===== config.mk =====
export PLATFORM = sky130hd
export DESIGN_NAME = ex_stage
export DESIGN_NICKNAME = d
export VERILOG_FILES = /design/src/rtl/ex_pkg.sv /design/src/rtl/alu_core.sv /design/src/rtl/ex_stage.sv
export SDC_FILE = /design/constraint.sdc
export NUM_CORES = 1
export LEC_CHECK = 0
export CORE_MARGIN = 5
export CORE_UTILIZATION = 58
export CTS_BUF_LIST = sky130_fd_sc_hd__clkbuf_8 sky130_fd_sc_hd__clkbuf_16
export DETAILED_ROUTE_END_ITERATION = 12
export DONT_BUFFER_PORTS = 1
export PLACE_DENSITY = 0.74
export SLEW_MARGIN = 20
export SYNTH_ARGS = -nofsm -noshare
export SYNTH_HDL_FRONTEND = slang
export SYNTH_SLANG_ARGS = --single-unit

===== constraint.sdc =====
create_clock -name clk -period 9.8 [get_ports clk]
set_input_delay 0.98 -clock clk [delete_from_list [all_inputs] [get_ports clk]]
set_output_delay 0.98 -clock clk [all_outputs]
set_load 0.02 [all_outputs]

===== src/rtl/ex_pkg.sv =====
// ex_pkg: shared definitions for the MIPS execute stage.
//   - ALU control code constants driven by the ALU control decoder
//   - state encoding for the optional iterative multiplier (EX_STAGE_MUL_EN)
//   - bubble/reset values for the EX/MEM control bundle
package ex_pkg;

    localparam logic [3:0] ALU_AND = 4'b0000;
    localparam logic [3:0] ALU_OR  = 4'b0001;
    localparam logic [3:0] ALU_ADD = 4'b0010;
    localparam logic [3:0] ALU_SUB = 4'b0110;
    localparam logic [3:0] ALU_SLT = 4'b0111;
    localparam logic [3:0] ALU_MUL = 4'b1000;

    typedef enum logic [1:0] {
        IDLE = 2'd0,
        MUL  = 2'd1,
        DONE = 2'd2
    } mul_state_e;

    // Control bits carried through EX/MEM.
    typedef struct packed {
        logic valid;
        logic reg_write;
        logic mem_read;
        logic mem_write;
    } exmem_ctrl_t;

    localparam exmem_ctrl_t CTRL_BUBBLE = '{valid: 1'b0, reg_write: 1'b0,
                                            mem_read: 1'b0, mem_write: 1'b0};
    localparam logic [4:0]  RD_BUBBLE   = 5'd0;

    function automatic logic is_mul(input logic [3:0] ctrl);
        return ctrl == ALU_MUL;
    endfunction

endpackage


===== src/rtl/alu_core.sv =====
// alu_core: purely combinational ALU for the execute stage.
// Ports:
//   i_alu_ctrl  4-bit ALU control code (see ex_pkg)
//   i_op_a/b    operands
//   o_result    ALU result (0 for unlisted codes, including MUL which is
//               handled by the iterative multiplier in ex_stage)
//   o_zero      o_result == 0
module alu_core
    import ex_pkg::*;
#(
    parameter int WIDTH = 32
) (
    input  logic [3:0]       i_alu_ctrl,
    input  logic [WIDTH-1:0] i_op_a,
    input  logic [WIDTH-1:0] i_op_b,
    output logic [WIDTH-1:0] o_result,
    output logic             o_zero
);

    logic [WIDTH-1:0] w_result;

    always_comb begin
        w_result = '0;
        case (i_alu_ctrl)
            ALU_AND: w_result = i_op_a & i_op_b;
            ALU_OR:  w_result = i_op_a | i_op_b;
            ALU_ADD: w_result = i_op_a + i_op_b;   // wraps, no overflow trap
            ALU_SUB: w_result = i_op_a - i_op_b;
            ALU_SLT: w_result = {{(WIDTH-1){1'b0}},
                                 ($signed(i_op_a) < $signed(i_op_b))};
            default: w_result = '0;
        endcase
    end

    assign o_result = w_result;
    assign o_zero   = (w_result == '0);

endmodule


===== src/rtl/ex_stage.sv =====
// ex_stage: execute stage of the pipelined MIPS core.
// Runs the ALU on ID/EX operands and registers the result plus pass-through
// controls into EX/MEM. Supports flush (bubble) and stall (hold) from the
// hazard unit.
// Optional feature: define EX_STAGE_MUL_EN to add an iterative shift-add
// multiplier (ALU code 1000, low WIDTH bits of the unsigned product, one
// bit per cycle). While it runs, ex_busy asks upstream to stall.
// Ports:
//   clk, rst_n                        clock, synchronous active-low reset
//   in_valid, alu_ctrl, op_a, op_b    ID/EX instruction and operands
//   store_data, rd_addr               sw data, destination register
//   reg_write, mem_read, mem_write    pass-through controls
//   stall_in, flush                   hazard unit controls (flush wins)
//   ex_zero                           combinational ALU result == 0
//   ex_busy                           combinational upstream stall request
//   exmem_*                           registered EX/MEM pipeline outputs
module ex_stage
    import ex_pkg::*;
#(
    parameter int WIDTH = 32
) (
    input  logic             clk,
    input  logic             rst_n,
    input  logic             in_valid,
    input  logic [3:0]       alu_ctrl,
    input  logic [WIDTH-1:0] op_a,
    input  logic [WIDTH-1:0] op_b,
    input  logic [WIDTH-1:0] store_data,
    input  logic [4:0]       rd_addr,
    input  logic             reg_write,
    input  logic             mem_read,
    input  logic             mem_write,
    input  logic             stall_in,
    input  logic             flush,
    output logic             ex_zero,
    output logic             ex_busy,
    output logic             exmem_valid,
    output logic             exmem_reg_write,
    output logic             exmem_mem_read,
    output logic             exmem_mem_write,
    output logic [WIDTH-1:0] exmem_result,
    output logic [WIDTH-1:0] exmem_store_data,
    output logic [4:0]       exmem_rd
);

    logic [WIDTH-1:0] w_alu_result;
    logic             w_alu_zero;
    logic [WIDTH-1:0] w_result;
    logic             w_busy;

    alu_core #(.WIDTH(WIDTH)) u_alu (
        .i_alu_ctrl (alu_ctrl),
        .i_op_a     (op_a),
        .i_op_b     (op_b),
        .o_result   (w_alu_result),
        .o_zero     (w_alu_zero)
    );

    assign ex_zero = w_alu_zero;

`ifdef EX_STAGE_MUL_EN
    localparam int CNT_W = (WIDTH > 1) ? $clog2(WIDTH) : 1;

    mul_state_e       r_state;
    logic [WIDTH-1:0] r_mcand;
    logic [WIDTH-1:0] r_mplier;
    logic [WIDTH-1:0] r_acc;
    logic [CNT_W-1:0] r_cnt;
    logic             w_accept;

    assign w_accept = (r_state == IDLE) && in_valid && is_mul(alu_ctrl) && !flush;

    // Busy through accept and all iterations; in DONE only while the product
    // cannot drain, so upstream advances on the same edge EX/MEM loads it.
    always_comb begin
        w_busy = 1'b0;
        case (r_state)
            IDLE:    w_busy = w_accept;
            MUL:     w_busy = 1'b1;
            DONE:    w_busy = stall_in;
            default: w_busy = 1'b0;
        endcase
    end

    always_ff @(posedge clk) begin
        if (!rst_n) begin
            r_state  <= IDLE;
            r_mcand  <= '0;
            r_mplier <= '0;
            r_acc    <= '0;
            r_cnt    <= '0;
        end else if (flush) begin
            r_state <= IDLE;
        end else begin
            case (r_state)
                IDLE: begin
                    if (w_accept) begin
                        r_mcand  <= op_a;
                        r_mplier <= op_b;
                        r_acc    <= '0;
                        r_cnt    <= '0;
                        r_state  <= MUL;
                    end
                end
                MUL: begin
                    // One multiplier bit per edge; only the low WIDTH bits
                    // of the product are kept, so mcand may shift out.
                    if (r_mplier[0]) r_acc <= r_acc + r_mcand;
                    r_mcand  <= r_mcand << 1;
                    r_mplier <= r_mplier >> 1;
                    r_cnt    <= r_cnt + 1'b1;
                    if (r_cnt == CNT_W'(WIDTH-1)) r_state <= DONE;
                end
                DONE: begin
                    if (!stall_in) r_state <= IDLE;
                end
                default: r_state <= IDLE;
            endcase
        end
    end

    assign w_result = (r_state == DONE) ? r_acc : w_alu_result;
`else
    assign w_busy   = 1'b0;
    assign w_result = w_alu_result;
`endif

    assign ex_busy = w_busy;

    // EX/MEM pipeline register: reset > flush > hold > load.
    exmem_ctrl_t      r_ctrl;
    logic [WIDTH-1:0] r_result;
    logic [WIDTH-1:0] r_store_data;
    logic [4:0]       r_rd;

    always_ff @(posedge clk) begin
        if (!rst_n || flush) begin
            r_ctrl       <= CTRL_BUBBLE;
            r_result     <= '0;
            r_store_data <= '0;
            r_rd         <= RD_BUBBLE;
        end else if (!(stall_in || w_busy)) begin
            // An invalid ID/EX entry loads as a bubble: all controls low.
            r_ctrl.valid     <= in_valid;
            r_ctrl.reg_write <= in_valid & reg_write;
            r_ctrl.mem_read  <= in_valid & mem_read;
            r_ctrl.mem_write <= in_valid & mem_write;
            r_result         <= w_result;
            r_store_data     <= store_data;
            r_rd             <= rd_addr;
        end
    end

    assign exmem_valid      = r_ctrl.valid;
    assign exmem_reg_write  = r_ctrl.reg_write;
    assign exmem_mem_read   = r_ctrl.mem_read;
    assign exmem_mem_write  = r_ctrl.mem_write;
    assign exmem_result     = r_result;
    assign exmem_store_data = r_store_data;
    assign exmem_rd         = r_rd;

endmodule


Word level (Yosys, flattened, before mapping)
Cells that the tools add are included.

word-level totals
  flip-flop bits (word level) = 73
  output and inout port bits = 75

operators by class
  add/sub/neg operators = 2
  order comparisons = 1
  equality and inequality tests = 4
  muxes and demuxes = 1
  bitwise operators = 5
  reductions and logical operators = 4

operator list
  kind                number
  $pmux 32 s5         1
  $add 32x32->32      1
  $and 32x32->32      1
  $logic_not 32->1    1
  $lt 32x32->1        1
  $or 32x32->32       1
  $sub 32x32->32      1
  $eq 4x3->1 const B  2
  $eq 4x1->1 const B  1
  $eq 4x2->1 const B  1
  $logic_not 4->1     1
  $and 1x1->1         3
  $logic_not 1->1     1
  $logic_or 1x1->1    1

Logic depth before layout (Yosys ltp)
  word-level depth = 3
  mapped depth = 15

By module
Synthesis repeated with hierarchy kept, for this count alone.

second synthesis, totals
  cells, all modules = 1095
  area, all modules = 8127.8 µm²

modules (own cells, without submodules)
  module    instances  cells an instance  area each (µm²)
  alu_core  1          853                5466.5
  ex_stage  1          242                2661.3

Least setup slack after synthesis
No wires, ideal clock.

  kind = input to output
  start = in op_a[11]
  end = out ex_zero
  arrival = 4183 ps
  slack = 4637 ps
  stages on the path = 15
  buffers on the path = 1
  cells stage by stage = inv_1 -> ha_1 -> buf_6 -> or2_4 -> or3_4 -> nor4_4 -> o31ai_2 -> and3_1 -> a21oi_1 -> xnor2_1 -> o2111ai_1 -> or4_1 -> nor4_1 -> and4_1 -> and3_1

between the ends
  longest elaborated chain between the ends = 3
  elaborated cells on any way between the ends = 7

ends and longest elaborated chain
  what                                          RTL line        RTL
  start: declaration                            ex_stage.sv:26  input logic [WIDTH-1:0] op_a,
  $sub 32x32->32, or another cell as far along  alu_core.sv:28  ALU_SUB: w_result = i_op_a - i_op_b;
  $pmux 32 s5 (*)                               alu_core.sv:24  case (i_alu_ctrl)
  $logic_not 32->1 (*)                          alu_core.sv:36  assign o_zero = (w_result == '0);
  end: declaration                              ex_stage.sv:35  output logic ex_zero,

Every way passes the cells marked *; elsewhere a longest branch is shown, timed or not.

Final worst setup path
  start = in op_b[12]
  end = out ex_zero

between the ends
  longest elaborated chain between the ends = 3
  elaborated cells on any way between the ends = 7

ends and longest elaborated chain
  what                                          RTL line        RTL
  start: declaration                            ex_stage.sv:27  input logic [WIDTH-1:0] op_b,
  $sub 32x32->32, or another cell as far along  alu_core.sv:28
  $pmux 32 s5 (*)                               alu_core.sv:24
  $logic_not 32->1 (*)                          alu_core.sv:36

Marks and branches as above.

==> results.json <==
{
  "die_area_um2": 15770,
  "n_antenna_cell": 0,
  "synth_edf_count": 0,
  "rsz0062_at_grt": "false",
  "layout_commonest_cell": "nor2_1",
  "finalPower_mw": 0.9300,
  "async_reset_ff_share_pct": 0,
  "regToRegSetupSlack_ps": 8940,
  "min_from": "exmem_result[26]",
  "wl_met3_um": 2635,
  "hold_viol": 0,
  "die-height_um": 125.6,
  "slew_headroom_pct": 31.65,
  "rows": 42,
  "htreeDepth": 3,
  "yosys_warnings": 0,
  "syn-num-nets": 1259,
  "yosysUniqueCellTypes": 84,
  "power_frac_clock_pct": 32.2,
  "final_nets": 1213,
  "fin_crit_sh_pct": 60.63,
  "leakagePower_nw": 3.589,
  "avgRoutedWirePerCell_um": 20.14,
  "min_path_cells": 2,
  "clk_pin_slew_ps": 50,
  "area_growth_pct": 3.552,
  "drv_cap": 0,
  "p_per_area_nw_per_um2": 115.9,
  "vias": 7437,
  "arrival_ps": 4960,
  "cts.repair.resized": 0,
  "worstPathRequired_ps": 8820,
  "drive_gt1_share_pct": 4.387,
  "drc": 0,
  "ys_seq_area_share_pct": 18.86,
  "avgSynthCellArea_um2": 7.409,
  "place.gp.congestion": 1.027,
  "critPathMaxFanout": 10,
  "holdPathEnd": "exmem_result[26]",
  "fill_cells": 1266,
  "post-cts-setup-buffers": 0,
  "rr_endpoint": "exmem_result[16]",
  "clock-skew-final_ps": 0,
  "synth_ff_type": "dfxtp_1",
  "synth_area_um2": 7750,
  "grt_pass1_wl_um": 37620,
  "drt-initial-drc-count": 615,
  "overflow": 0,
  "clock-root-buffer": "clkbuf_16",
  "vias_per_cell": 6.308,
  "hold_path_class": "reg2reg",
  "final_cell_mix": "nor2_1, inv_1, ha_1",
  "ctsLongestPathBuffers": 2,
  "antenna_left": 0,
  "wl_met1_um": 9631,
  "ir_drop_mv": 0.06671,
  "insertion_delay_ps": 330,
  "top_layer": "met4",
  "reg2regPathDepth": 2,
  "dr_wl_met2_um": 10800,
  "netlist.area_leader.share_pct": 18.86,
  "min_period_ps": 5941,
  "critPathCaptureType": "primary output",
  "totalWireLength_um": 23750,
  "timing.rr.start": "exmem_result[16]",
  "tns_ps": 0,
  "setup_violations": 0,
  "outcome": "finished clean",
  "p_int_mw": 0.6058,
  "multi_input_area_um2": 5637,
  "ctsHoldBuffers": 0,
  "cp-start-kind": "input pin",
  "synth_cells": 1046,
  "synth_area_leaders": "dfxtp_1, ha_1, mux2i_1",
  "portBuffers": 0,
  "synth_seq_cells": 73,
  "antenna_found_initial": 0,
  "grt_max_degree": 73,
  "slew_viol_final": 0,
  "grt_pass1_vias": 6974,
  "clock_sinks": 73,
  "critPathKind": "in2out",
  "fmax_mhz": 168.3,
  "cts_tree": "yes",
  "initial_core_util_pct": 58.76,
  "seqPwrFrac_pct": 34.8,
  "share_comb_of_total_power_pct": 33.1,
  "core_region_area_um2": 13190,
  "cts-buffers-inserted": 9,
  "p_sw_share_pct": 34.85,
  "synth_largest_area_cell": "dfxtp_1",
  "final-seq-area_um2": 1461,
  "dp_hpwl_um": 18440,
  "track_usage_pct": 28.99,
  "dr.pass1.iters": 5,
  "pin_count": 188,
  "switching_power_mw": 0.3241,
  "fp.dieW_um": 125.6,
  "worstMarginPinSlew_ps": 1025
}
-- state kept, by name, indices dropped and copies added (netlist names) --
name	count
exmem_reg_write	1
exmem_result	32
exmem_mem_write	1
exmem_rd	5
exmem_valid	1
exmem_mem_read	1
exmem_store_data	32
-- logic make-up (layout without fill, tap and decap cells) --
kind of cell / after synthesis / count (layout) / share of synthesized area [%]
and+or+nand+nor: 328 / 328 / 20.08
adders and majority gates: 100 / 100 / 16.34
buffers and inverters: 169 / 126 / 8.443
xor gates and xnor gates: 26 / 26 / 2.938
DFF: 73 / 73 / 18.86
AOI/OAI and AO/OA: 285 / 285 / 25.01
muxes: 64 / 64 / 8.282
other: 1 / 1 / 0.04839
-- through the flow --
stage                     hold WS, ps  cells  cell area (um^2)  worst slack [ps]  util, %
after floorplan                 540.7   1046              7750              4637        -
after global placement          552.6   1165              7754              3980    58.78
after detailed placement        556.9   1165              7754              3966    58.78
after CTS                       564.1   1179              8025              3943    60.84
after global routing            588.4   1179              8025              3633    60.84
final                           559.7   1179              8025              3859    60.84
-- worst max-delay path, stage by stage --
cell and delay (ps):
inv_1 30, ha_1 400, or2_4 300, or3_4 370
nor4_4 410, o31ai_2 140, nor2_2 170, o31ai_1 130
a31oi_1 390, o2111ai_1 160, or4_1 520, nor4_1 380
and4_1 240, and3_1 320
-- routing by layer --
layer	track usage [%]	up-vias
li1	-	3574
met1	36.83	3410
met2	46.63	398
met3	8.785	55
met4	10.27	0
met5	0	-
-- final cells by class --
cell class                 count  share of cell area [%]
clock buffer                  11                   3.149
clock inverter                 3                  0.2339
inverter                     108                   5.051
multi-input combinational    804                   70.24
sequential                    73                   18.21
tap                          176                   2.744
timing repair buffer           4                  0.3742
-- how the worst max path moves through the flow --
stage	endpoint	from	slack (ps)	cells after the start
after detailed placement	ex_zero	op_b[12]	3970	14
after floorplan	ex_zero	op_a[11]	4640	15
final	ex_zero	op_b[12]	3860	14
after global placement	ex_zero	op_b[12]	3980	14
after global routing	ex_zero	op_a[0]	3630	15
after CTS	ex_zero	op_a[0]	3940	15
-- cell usage after synthesis, drive strengths merged, types with 10 or more instances --
cell and instances:
mux2i 63, dfxtp 73, o31ai 10, nor4 14, nor2 137, buf 13, o211ai 16, ha 98
a21oi 87, a211oi 23, xnor2 22, o21ai 44, a21o 12, nand3 15, inv 107, nor2b 18
nor3 25, clkbuf 48, nand2 68, a31oi 10
-- power by group through the flow --
| stage | Combinational (mW) | Sequential, mW | Clock [mW] |
|---|---|---|---|
| floorplan | 0.250 | 0.326 | 0 |
| global placement | 0.299 | 0.330 | 0 |
| detailed placement | 0.300 | 0.330 | 0 |
| CTS | 0.302 | 0.323 | 0.305 |
| global route | 0.338 | 0.324 | 0.319 |
| finish | 0.308 | 0.323 | 0.299 |
Note: power is estimated with default switching activity, not from simulation.
